$ cat config.mk
export PLATFORM = sky130hd
export DESIGN_NAME = ex_stage_mem
export DESIGN_NICKNAME = d
export VERILOG_FILES = /design/src/rtl/mips_pkg.sv /design/src/rtl/alu_mips.sv /design/src/rtl/ex_stage_mem.sv
export SDC_FILE = /design/constraint.sdc
export NUM_CORES = 1
export LEC_CHECK = 0
export CELL_PAD_IN_SITES_DETAIL_PLACEMENT = 0
export CELL_PAD_IN_SITES_GLOBAL_PLACEMENT = 2
export CORE_ASPECT_RATIO = 1.75
export CORE_MARGIN = 4
export CORE_UTILIZATION = 31
export CTS_CLUSTER_SIZE = 30
export DETAILED_ROUTE_END_ITERATION = 8
export GPL_TIMING_DRIVEN = 0
export PLACE_DENSITY = 0.89
export SKIP_CTS_REPAIR_TIMING = 1
export SYNTH_ARGS = -nofsm -noshare
export SYNTH_HDL_FRONTEND = slang
export SYNTH_SLANG_ARGS = --single-unit
$ cat constraint.sdc
create_clock -name clk -period 9.5 [get_ports clk]
set_clock_uncertainty 0.1 [all_clocks]
set_input_delay 2.85 -clock clk [delete_from_list [all_inputs] [get_ports clk]]
set_output_delay 2.85 -clock clk [all_outputs]
set_load 0.05 [all_outputs]
$ cat src/rtl/mips_pkg.sv
// Shared MIPS definitions: ALUOp and funct encodings, ALU operation enum,
// forwarding select codes and the ALU-control decode helper.
package mips_pkg;

  localparam logic [1:0] ALUOP_ADD   = 2'b00;
  localparam logic [1:0] ALUOP_SUB   = 2'b01;
  localparam logic [1:0] ALUOP_RTYPE = 2'b10;
  localparam logic [1:0] ALUOP_ORI   = 2'b11;

  localparam logic [5:0] FUNCT_ADD = 6'b100000;
  localparam logic [5:0] FUNCT_SUB = 6'b100010;
  localparam logic [5:0] FUNCT_AND = 6'b100100;
  localparam logic [5:0] FUNCT_OR  = 6'b100101;
  localparam logic [5:0] FUNCT_NOR = 6'b100111;
  localparam logic [5:0] FUNCT_SLT = 6'b101010;

  localparam logic [1:0] FWD_REG  = 2'b00;
  localparam logic [1:0] FWD_WB   = 2'b01;
  localparam logic [1:0] FWD_MEM  = 2'b10;
  localparam logic [1:0] FWD_REG2 = 2'b11;

  // ALU_NONE covers unknown R-type functs and forces a zero result.
  typedef enum logic [2:0] {
    ALU_ADD,
    ALU_SUB,
    ALU_AND,
    ALU_OR,
    ALU_NOR,
    ALU_SLT,
    ALU_NONE
  } alu_op_t;

  function automatic alu_op_t alu_decode(input logic [1:0] aluop, input logic [5:0] funct);
    alu_op_t op;
    op = ALU_NONE;
    case (aluop)
      ALUOP_ADD: op = ALU_ADD;
      ALUOP_SUB: op = ALU_SUB;
      ALUOP_ORI: op = ALU_OR;
      default: begin
        case (funct)
          FUNCT_ADD: op = ALU_ADD;
          FUNCT_SUB: op = ALU_SUB;
          FUNCT_AND: op = ALU_AND;
          FUNCT_OR:  op = ALU_OR;
          FUNCT_NOR: op = ALU_NOR;
          FUNCT_SLT: op = ALU_SLT;
          default:   op = ALU_NONE;
        endcase
      end
    endcase
    return op;
  endfunction

endpackage

$ cat src/rtl/alu_mips.sv
// Combinational MIPS ALU: (a, b, op) -> (result, zero). Add/sub wrap, SLT is a
// true signed compare.
module alu_mips
  import mips_pkg::*;
#(
  parameter int DATA_W = 32
) (
  input  logic [DATA_W-1:0] a,
  input  logic [DATA_W-1:0] b,
  input  alu_op_t           op,
  output logic [DATA_W-1:0] result,
  output logic              zero
);

  always_comb begin
    // NOTE: default assignment first so no path through the case infers a latch.
    result = '0;
    case (op)
      ALU_ADD: result = a + b;
      ALU_SUB: result = a - b;
      ALU_AND: result = a & b;
      ALU_OR:  result = a | b;
      ALU_NOR: result = ~(a | b);
      ALU_SLT: result = {{(DATA_W-1){1'b0}}, ($signed(a) < $signed(b))};
      default: result = '0;
    endcase
  end

  assign zero = (result == '0);

endmodule

$ cat src/rtl/ex_stage_mem.sv
// MIPS execute stage plus EX/MEM pipeline register with stall (hold) and flush (bubble).
// Optional operand forwarding is enabled by defining FORWARDING_EN.
module ex_stage_mem
  import mips_pkg::*;
#(
  parameter int DATA_W = 32,
  parameter int REG_AW = 5
) (
  input  logic              clk,
  input  logic              reset,
  input  logic              stall,
  input  logic              flush,
  input  logic              reg_escribir_EX,
  input  logic              mem_a_reg_EX,
  input  logic              mem_escribir_EX,
  input  logic              mem_leer_EX,
  input  logic              branch_EX,
  input  logic              alu_fuente_EX,
  input  logic [1:0]        alu_operacion_EX,
  input  logic [DATA_W-1:0] pc_plus4_EX,
  input  logic [DATA_W-1:0] dr1_EX,
  input  logic [DATA_W-1:0] dr2_EX,
  input  logic [DATA_W-1:0] inmediato_ext_EX,
  input  logic [REG_AW-1:0] rt_EX,
  input  logic [REG_AW-1:0] rd_EX,
  input  logic [5:0]        funct_EX,
  input  logic [1:0]        fwd_a_sel,
  input  logic [1:0]        fwd_b_sel,
  input  logic [DATA_W-1:0] wb_data_WB,
  output logic              reg_escribir_MEM,
  output logic              mem_a_reg_MEM,
  output logic              mem_escribir_MEM,
  output logic              mem_leer_MEM,
  output logic              pcsrc_MEM,
  output logic [DATA_W-1:0] branch_target_MEM,
  output logic [DATA_W-1:0] alu_result_MEM,
  output logic              zero_MEM,
  output logic [DATA_W-1:0] dato_escribir_MEM,
  output logic [REG_AW-1:0] reg_destino_MEM
);

  logic [DATA_W-1:0] w_op_a;
  logic [DATA_W-1:0] w_b_reg;
  logic [DATA_W-1:0] w_op_b;
  logic [DATA_W-1:0] w_alu_result;
  logic              w_alu_zero;
  logic [DATA_W-1:0] w_branch_target;
  logic [REG_AW-1:0] w_reg_destino;
  alu_op_t           w_alu_op;

`ifdef FORWARDING_EN
  // Select 10 feeds back our own EX/MEM result register.
  always_comb begin
    w_op_a = dr1_EX;
    case (fwd_a_sel)
      FWD_WB:  w_op_a = wb_data_WB;
      FWD_MEM: w_op_a = alu_result_MEM;
      default: w_op_a = dr1_EX;
    endcase
  end

  always_comb begin
    w_b_reg = dr2_EX;
    case (fwd_b_sel)
      FWD_WB:  w_b_reg = wb_data_WB;
      FWD_MEM: w_b_reg = alu_result_MEM;
      default: w_b_reg = dr2_EX;
    endcase
  end
`else
  wire w_unused_fwd = ^{fwd_a_sel, fwd_b_sel, wb_data_WB};
  assign w_op_a  = dr1_EX;
  assign w_b_reg = dr2_EX;
`endif

  assign w_op_b          = alu_fuente_EX ? inmediato_ext_EX : w_b_reg;
  assign w_alu_op        = alu_decode(alu_operacion_EX, funct_EX);
  assign w_branch_target = pc_plus4_EX + {inmediato_ext_EX[DATA_W-3:0], 2'b00};
  assign w_reg_destino   = (alu_operacion_EX == ALUOP_RTYPE) ? rd_EX : rt_EX;

  alu_mips #(.DATA_W(DATA_W)) u_alu (
    .a      (w_op_a),
    .b      (w_op_b),
    .op     (w_alu_op),
    .result (w_alu_result),
    .zero   (w_alu_zero)
  );

  // Priority: reset > flush > stall > load; a flush always produces an all-zero bubble.
  always_ff @(posedge clk or posedge reset) begin
    if (reset) begin
      // NOTE: sequential state uses non-blocking assignments so every register samples pre-edge values.
      reg_escribir_MEM  <= 1'b0;
      mem_a_reg_MEM     <= 1'b0;
      mem_escribir_MEM  <= 1'b0;
      mem_leer_MEM      <= 1'b0;
      pcsrc_MEM         <= 1'b0;
      branch_target_MEM <= '0;
      alu_result_MEM    <= '0;
      zero_MEM          <= 1'b0;
      dato_escribir_MEM <= '0;
      reg_destino_MEM   <= '0;
    end else if (flush) begin
      reg_escribir_MEM  <= 1'b0;
      mem_a_reg_MEM     <= 1'b0;
      mem_escribir_MEM  <= 1'b0;
      mem_leer_MEM      <= 1'b0;
      pcsrc_MEM         <= 1'b0;
      branch_target_MEM <= '0;
      alu_result_MEM    <= '0;
      zero_MEM          <= 1'b0;
      dato_escribir_MEM <= '0;
      reg_destino_MEM   <= '0;
    end else if (!stall) begin
      reg_escribir_MEM  <= reg_escribir_EX;
      mem_a_reg_MEM     <= mem_a_reg_EX;
      mem_escribir_MEM  <= mem_escribir_EX;
      mem_leer_MEM      <= mem_leer_EX;
      pcsrc_MEM         <= branch_EX & w_alu_zero;
      branch_target_MEM <= w_branch_target;
      alu_result_MEM    <= w_alu_result;
      zero_MEM          <= w_alu_zero;
      dato_escribir_MEM <= w_b_reg;
      reg_destino_MEM   <= w_reg_destino;
    end
  end

endmodule

==> out/metrics.cfg <==
[yosys]
ys_types = 92
yosys.area.top_type_share_pct = 22.9
synth_area_leaders = dfrtp_1, ha_1, mux2i_1, nor2_1, a21oi_1
synth_area_um2 = 11700
ys_warn_count = 0
synth_edf_count = 0
synthArstFlopShare_pct = 100
ys_seq_area_share_pct = 22.9
synth_seq_cells = 107
postSynthAreaPerCell_um2 = 7.95
synth_top_area_cell = dfrtp_1
syn_inst = 1470
synth_ff_type = dfrtp_1
synthesis.nets = 1800

[setup_path]
cp_data_arrival_time_ps = 9020
end_kind = register
max_stage_delay_ps = 900
path_buf_inv = 3
reg2reg_from = alu_result_MEM[19]
r2r_cells = 2
path_cells = clkbuf_1, buf_1, mux2i_1, inv_1, fa_1, a211oi_1, o31ai_1, a21oi_1, o31ai_1, a31oi_1, o221ai_1, a21oi_1, o2111ai_1, nor4_1, nand4_1, o31ai_2
path_depth = 16
critical_path_class = in -> reg
required_ps = 9680
cp_top_family = compound AO/OA/AOI/OAI gates
crit_path_top_delay_cell = buf_1
reg2reg_to = alu_result_MEM[19]
crit_fanout = 10
reg2reg_slack_ps = 8550
cp-start-kind = input pin

[clock_tree]
clk_pin_slew_ps = 80
htree_num_levels = 3
cts_buffer_depth = 2
tritoncts = yes
cts_buffers = 9
clock_sinks = 107
clock_latency_ps = 360
clockRootBuffer = clkbuf_16

[grt]
overflow = 0
grt_pass1_wl_um = 80900
grt_max_degree = 80
grt_pass1_vias = 13200
grt_antenna_before_repair = 5
grt_usage_pct = 26.1

[die]
fp.dieArea_um2 = 41000
ioPinCount = 299
fp.dieH_um = 265
start_util_pct = 31.6
rows = 93
die_x_um = 155
fp.coreArea_um2 = 37000

[drt]
wl_um = 55500
drt_first_pass_iters = 7
drcViolationCount = 0
antenna_left = 0
wl_per_cell_um = 24.9
vias_per_cell = 5.76
dr.first_iter.drc_count = 790
vias = 12800

[placed_design]
place_hpwl_um = 46200
place_ws_ps = 484
portBuffers = 257
place_congestion = 0.980
placed_cells = 2203

[cells_and_area]
finalNonFillerCells = 2224
multi_input_area_um2 = 8270
filler_cell_count = 3925
syn_to_final_growth_pct = 30.2
layout_commonest_cell = clkdlybuf4s50_1
final_cell_mix = clkdlybuf4s50_1, nor2_1, ha_1
final_core_util_pct = 41.1
nets = 2069
regArea_um2 = 2680
drive_gt1_share_pct = 3.50

[worst_hold_path]
holdPathStages = 2
hold_class = reg -> reg
hp-start = branch_target_MEM[29]
hold_path_end = branch_target_MEM[29]

[timing]
post-route-period-util_pct = 93.0
timing.slew.headroom_pct = 16.8
report.final.slew_viol_count = 0
worst_pin_slew_ps = 1250
setup_viol = 0
holdWs_ps = 391
final.min_clock_period_ps = 8840
setup_ws_ps = 663
fmax_ghz = 0.113
setup_tns_ps = 0
rsz0062_at_grt = false
hold_viol = 0

[power_and_ir_drop]
peakVddDrop_mv = 0.113
power_density_nw_per_um2 = 125
p_leak_nw = 6.80

[run]
maxCapViolCount = 0

[run_status]
outcome = completed

per-stage QoR:
step           cell area [um^2]  total power [mW]
2_1_floorplan             11700              1.12
5_1_grt                   15200              2.00
6_report                  15200              1.91
4_1_cts                   15200              1.92
3_5_place_dp              14900              1.48
3_3_place_gp              14900              1.48
cell usage after synthesis, types with 6 or more instances:
cell	count
a31oi_1	17
buf_1	11
a221o_1	9
o31ai_1	18
xor2_1	12
o21ai_1	10
a211oi_1	10
a21o_1	34
nor2_1	194
o221ai_1	15
clkbuf_1	60
nand2b_1	20
nor3_1	27
xnor2_1	27
o22ai_1	23
or4_1	6
o211ai_1	13
o21ai_0	44
ha_1	135
buf_2	9
a22oi_1	19
mux2i_1	90
a32oi_1	6
inv_1	110
o21bai_1	10
o211a_1	8
nand2_1	77
or3_1	13
nor3b_1	6
nor2b_1	12
dfrtp_1	107
nor4_1	9
and3_1	8
and2_1	9
nand3_1	32
a221oi_1	9
nand4_1	15
a21oi_1	126
state kept, by name (all words and copies together) (netlist names), 5 cells and up:
register           cells
alu_result_MEM        32
branch_target_MEM     32
reg_destino_MEM        5
dato_escribir_MEM     32
cell families (layout without fill, tap and decap cells):
kind of cell	after synthesis	in the layout	share of synthesized area (%)
flip-flops	107	107	22.9
multiplexers	90	90	7.71
XOR/XNOR	39	39	2.92
other	0	5	0
AO/OA/AOI/OAI	448	448	26.5
AND/OR/NAND/NOR	455	455	18.7
buffers and inverters	193	467	6.39
adder cells (fa/ha/maj)	138	138	15.0
worst reg2reg max path, delay by kind of cell (launching register included):
kind / cells / cell delay [ps]
AO/OA/AOI/OAI: 1 / 140
flip-flops: 1 / 440
AND/OR/NAND/NOR: 1 / 170
worst max-delay path by stage:
stage | startpoint | to | slack, ps
floorplan | alu_fuente_EX | pcsrc_MEM | 2540
detailed placement | alu_fuente_EX | pcsrc_MEM | 480
global placement | alu_fuente_EX | pcsrc_MEM | 420
global route | alu_fuente_EX | pcsrc_MEM | 630
finish | alu_fuente_EX | pcsrc_MEM | 660
CTS | alu_fuente_EX | pcsrc_MEM | 870
routing by layer:
layer | GRT usage, % | share of wire, %
met2 | 47.8 | 52
met4 | 19.3 | 8.4
met3 | 4.92 | 5.7
met1 | 25.7 | 34
met5 | 0 | 0
final cells by class:
cell class | instances | area share (%)
antenna | 5 | 0.0822
clock inverter | 6 | 0.551
buffer | 82 | 2.17
multi-input combinational | 1170 | 54.3
clock buffer | 10 | 1.57
sequential | 107 | 17.6
inverter | 111 | 2.77
tap | 475 | 3.90
timing repair buffer | 258 | 17.1
power breakdown:
part           internal (mW)  total, mW  switching [mW]
Sequential             0.490      0.512          0.0218
Clock                  0.218      0.420           0.202
Combinational          0.349      0.977           0.628
No activity file was read; power rests on OpenSTA's default activity.
==> RTL change 1: new RTL, same flow settings <==
Make the reset (`reset`) synchronous in one clocked block.
--- a/src/rtl/ex_stage_mem.sv
+++ b/src/rtl/ex_stage_mem.sv
@@ -89,3 +89,3 @@
   // Priority: reset > flush > stall > load; a flush always produces an all-zero bubble.
-  always_ff @(posedge clk or posedge reset) begin
+  always_ff @(posedge clk) begin
     if (reset) begin
Check against the original RTL: differs if reset is asserted again (counterexample within 4 cycles, from zero or initial values and one cycle with reset high); with reset held inactive, the same outputs for 4 cycles.
==> RTL change 1 against the unedited design <==
  * Final area fell by 9.0%
  * Power fell by 15%
  * Setup slack got worse by 0.092 ns
  * Sequential cell count did not move
  * Register-to-register slack barely moved
  * Routed wire length fell by 11%
  * Die area fell by 10%
  * Synthesized area fell by 11%
  * Final cell count fell by 5.6%
==> RTL change 1: results (changes against the unedited design) <==
** Outcome
- The run finished with clean final reports.

** Logic synthesis
- Primary flip-flop cell chosen by synthesis mapping :: sky130_fd_sc_hd__dfxtp_1
- The share of flip-flops with an asynchronous set or reset is 0% (-100 points).
- Number of distinct library cells after synthesis :: 78 (-15%)
- Most common library cells after synthesis :: sky130_fd_sc_hd__nor2_1 (195), sky130_fd_sc_hd__a21oi_1 (128), sky130_fd_sc_hd__ha_1 (125)
- The arithmetic-cell share of the synthesized area counting full adders, half adders and majority gates is 15.6% (+0.61 points).
- Biggest area contributors in the synthesized netlist :: sky130_fd_sc_hd__dfxtp_1 (21%), sky130_fd_sc_hd__ha_1 (15%), sky130_fd_sc_hd__mux2i_1 (9.2%)
- The fraction of the yosys area taken by sequential cells came to 20.5% (-2.4 points).
- The average instance area after synthesis was 7.59 µm² (-4.5%).
- Multiplexer share of the synthesized area :: 9.21% (+1.5 points)
- The synthesized-area fraction occupied by ao, oa, aoi and oai cells came to 26.3% (-0.19 points).
- Net count after synthesis :: 1694 (-5.9%)
- Post-synthesis xor/xnor area fraction :: 3.53% (+0.60 points)

** Power and ir drop
- The leakage power figure is 5.84 nW (-14%).
- Fraction of power spent switching nets :: 42.0% (-2.6 points)
- The peak supply drop came to 110 µV (-2.6%).

** Worst setup path
- Setup crit end :: pcsrc_MEM
- Launch point of the worst reg-to-reg path :: alu_result_MEM[30]
- Reg-to-reg slack, setup :: 8.56 ns (about the same)
- The data arrival at the endpoint of the critical path is 9.14 ns (+0.12 ns).
- The largest stage delay on the critical path is 0.87 ns (-0.03 ns).

** Global route
- Initial antenna violation count :: 1 (-4)
- First-pass GRT wire length :: 71500 µm (-12%)
- The total routing resource utilization after global routing is 25.6% (-0.51 points).

** Cells and area
- Fraction of final layout cells with drive strength greater than 1 :: 2.67% (-0.83 points)
- NumNets Final :: 1964 (-5.1%)
- The number of fillers in the final layout came to 3493 (-11%).
- Filler-free cell count of the finished design :: 2099 (-5.6%)
- Area growth syn-to-layout :: 32.8%

** Route
- The total iterations of the first detailed-routing run was 6 (-1).
- Via count of the routed design :: 11433 (-11%)
- The DRC violation total after the first TritonRoute iteration came to 780 (-1.3%).
- The routed length on met1 was 17600 µm (-7.7%).

** Place
- Port Buffer Count :: 259 (+0.78%)
- The post-detailed-placement half-perimeter wirelength came to 41400 µm (-10%).
- The weighted congestion at the end of routability-driven global placement was 0.955 (-2.6%).
- Worst slack at placement :: 0.302 ns (-0.182 ns)

** STA
- The maximum clock frequency came to 112 MHz (-1.0%).
- Post-Route Hold Slack :: 0.362 ns (-0.0281 ns)
- The relative max-transition margin is 25.2% (+8.4 points).

** Worst hold path
- The startpoint identified for the worst hold timing path is branch_target_MEM[10].
- Sink of the worst hold path :: branch_target_MEM[10]
RTL change 1: cell count changes after synthesis, moves of 9 or more:
cell / change
sky130_fd_sc_hd__nand3_1: -13
sky130_fd_sc_hd__o221ai_1: -10
sky130_fd_sc_hd__dfxtp_1: +107
sky130_fd_sc_hd__nand2b_1: -11
sky130_fd_sc_hd__ha_1: -10
sky130_fd_sc_hd__dfrtp_1: -107
sky130_fd_sc_hd__o21ai_0: +9
sky130_fd_sc_hd__nand2_1: -25
RTL change 1: layout make-up:
| cell class | count | area share (%) |
|---|---|---|
| Multi-Input combinational cell | 1075 | 54.4 |
| Antenna cell | 1 | 0.0181 |
| Sequential cell | 107 | 15.5 |
| Timing Repair Buffer | 259 | 18.7 |
| Clock buffer | 11 | 1.68 |
| Inverter | 109 | 2.95 |
| Tap cell | 450 | 4.07 |
| Clock inverter | 4 | 0.208 |
| Buffer | 83 | 2.45 |
RTL change 1: power groups by stage:
stage | logic [mW] | clock network, mW | registers (mW)
final | 0.800 | 0.352 | 0.479
after global routing | 0.857 | 0.381 | 0.481
after floorplan | 0.426 | 0 | 0.554
after CTS | 0.793 | 0.364 | 0.479
after detailed placement | 0.788 | 0 | 0.489
after global placement | 0.787 | 0 | 0.489
RTL change 1: worst min-delay path, cell delays in order, from the launching register on:
cell	delay (ns)
sky130_fd_sc_hd__dfxtp_1	0.31
sky130_fd_sc_hd__nand2_1	0.06
sky130_fd_sc_hd__a21oi_1	0.05
RTL change 1: per-layer routing:
metal  up-vias  global-route usage, %
met5         -                      0
met4         0                   12.3
met3        90                   4.04
met2       407                   50.3
met1      5441                   25.7
li1       5495                      -
==> RTL change 2: new RTL, same settings <==
Made on the original files. `DATA_W` is set to 32 in 2 places; all go to 64.
--- a/src/rtl/alu_mips.sv
+++ b/src/rtl/alu_mips.sv
@@ -5,3 +5,3 @@
 #(
-  parameter int DATA_W = 32
+  parameter int DATA_W = 64
 ) (
--- a/src/rtl/ex_stage_mem.sv
+++ b/src/rtl/ex_stage_mem.sv
@@ -5,3 +5,3 @@
 #(
-  parameter int DATA_W = 32,
+  parameter int DATA_W = 64,
   parameter int REG_AW = 5
Interface: changed (8 resized); port bits go from 299 to 555. No check against the original RTL was run, so the function may have changed too.
==> RTL change 2 against the unedited design <==
  * The flow now finishes with violations (max-capacitance violations, max-slew violations, negative setup slack)
  * Critical path depth grew 1
  * Final area increased by 110%
  * Synthesized area rose by 110%
  * Sequential cell count rose by 96
  * Global-route usage grew 9.0 points
  * Power is 130% higher
  * Setup slack worse by 0.86 ns
  * Routed wire length grew to 2.7 times the old value
  * Highest routed layer is now met5
==> RTL change 2: results (changes against the unedited design) <==
** STA
- The worst hold slack came to 0.392 ns (+0.00139 ns).
- The setup slack of the critical path after layout was -0.196 ns (-0.858 ns).
- Finish-stage setup viols :: 2 (+2)
- The actual transition at the worst max-transition pin was 1.59 ns (+0.342 ns).
- The final count of pins violating max slew was 12 (+12).

** Global route
- Initial antenna violation count :: 17 (+12)
- The met3 demand-to-capacity share in global routing was 6.99% (+2.1 points).
- The total routing resource utilization after global routing came to 35.1% (+9.0 points).
- The wire length of the first global-routing pass was 208000 µm (+160%).

** Power and ir drop
- Sequential cell fraction of total power :: 22.8% (-4.0 points)
- Switching power total :: 2.04 mW (+140%)
- The leakage power figure was 13.6 nW (+100%).

** Clock tree
- Later-pin clock latency in the skew report :: 0.58 ns (+0.22 ns)
- The CTS buffer count came to 27 (+18).
- Longest Clk Path Bufs :: 3 (+1)
- Level count of the clock H-tree :: 1 (-2)

** Worst setup path
- Setup crit end :: zero_MEM
- The register-to-register setup slack came to 8.48 ns (-0.07 ns).
- In this run the critical register-to-register path is captured at alu_result_MEM[38].
- Launch point of the worst reg-to-reg path :: alu_result_MEM[38]
- The data arrival at the endpoint of the critical path is 10.10 ns (+1.08 ns).

** Route
- Number of detailed-route iterations in the first pass :: 6 (-1)
- Wire length on met1 :: 51500 µm (+170%)
- Highest metal layer with signal wires :: met5
- The DRC violation total after the first TritonRoute iteration is 2646 (+230%).
- The mean routed wirelength per cell was 32.1 µm (+29%).
- WL met2 :: 71700 µm (+150%)

** Logic synthesis
- By area the synthesized netlist is led by sky130_fd_sc_hd__dfrtp_1 (21%), sky130_fd_sc_hd__ha_1 (14%), sky130_fd_sc_hd__a21oi_1 (6.7%).
- Most common library cells after synthesis :: sky130_fd_sc_hd__nor2_1 (401), sky130_fd_sc_hd__a21oi_1 (322), sky130_fd_sc_hd__ha_1 (265)
- Sequential cell area fraction in the yosys report :: 21.1% (-1.8 points)
- Average instance area after synthesis :: 7.62 µm² (-4.2%)
- The number of distinct library cell variants in the gate-level netlist after synthesis is 102 (+11%).

** Place
- Total placed cells including tap cells :: 4673 (+110%)
- Port Buffer Count :: 482 (+88%)
- Worst slack at placement :: -1.87 ns (-2.35 ns)
- Half-perimeter wire length after detailed placement :: 125000 µm (+170%)

** Worst hold path
- Start point of the worst hold path :: branch_target_MEM[48]

** Outcome
- The run finished, with violations left.
- Violations in the final reports :: max-capacitance violations, max-slew violations, negative setup slack

** Cells and area
- The area used by multi-input combinational logic was 17500 µm² (+110%).
- Registers with the highest flip-flop counts :: alu_result_MEM: 64 flops, branch_target_MEM: 64 flops, dato_escribir_MEM: 64 flops

** Run
- Max-cap violations :: 2 (+2)
[RTL change 2: changes by cell type in the layout (fill, tap and decap cells not counted), sizes merged, moves of 110 or more]
cell,before,now
clkdlybuf4s50,257,482
nor2,194,402
a21oi,127,324
nand2,77,225
ha,135,265
inv,112,222
[RTL change 2: layout make-up]
class	count	area share [%]
Antenna cell	12	0.0960
Buffer	173	2.31
Clock buffer	36	2.49
Clock inverter	14	0.536
Inverter	220	2.66
Multi-Input combinational cell	2565	56.0
Sequential cell	203	16.2
Tap cell	1027	4.11
Timing Repair Buffer	486	15.6
[RTL change 2: cells by family after synthesis]
logic type / share of synthesized area, %
buffers and inverters: 6.41
AOI/OAI and AO/OA: 29.3
adders and majority gates: 14.0
and+or+nand+nor: 19.6
muxes: 6.80
xor gates and xnor gates: 2.76
DFF: 21.1
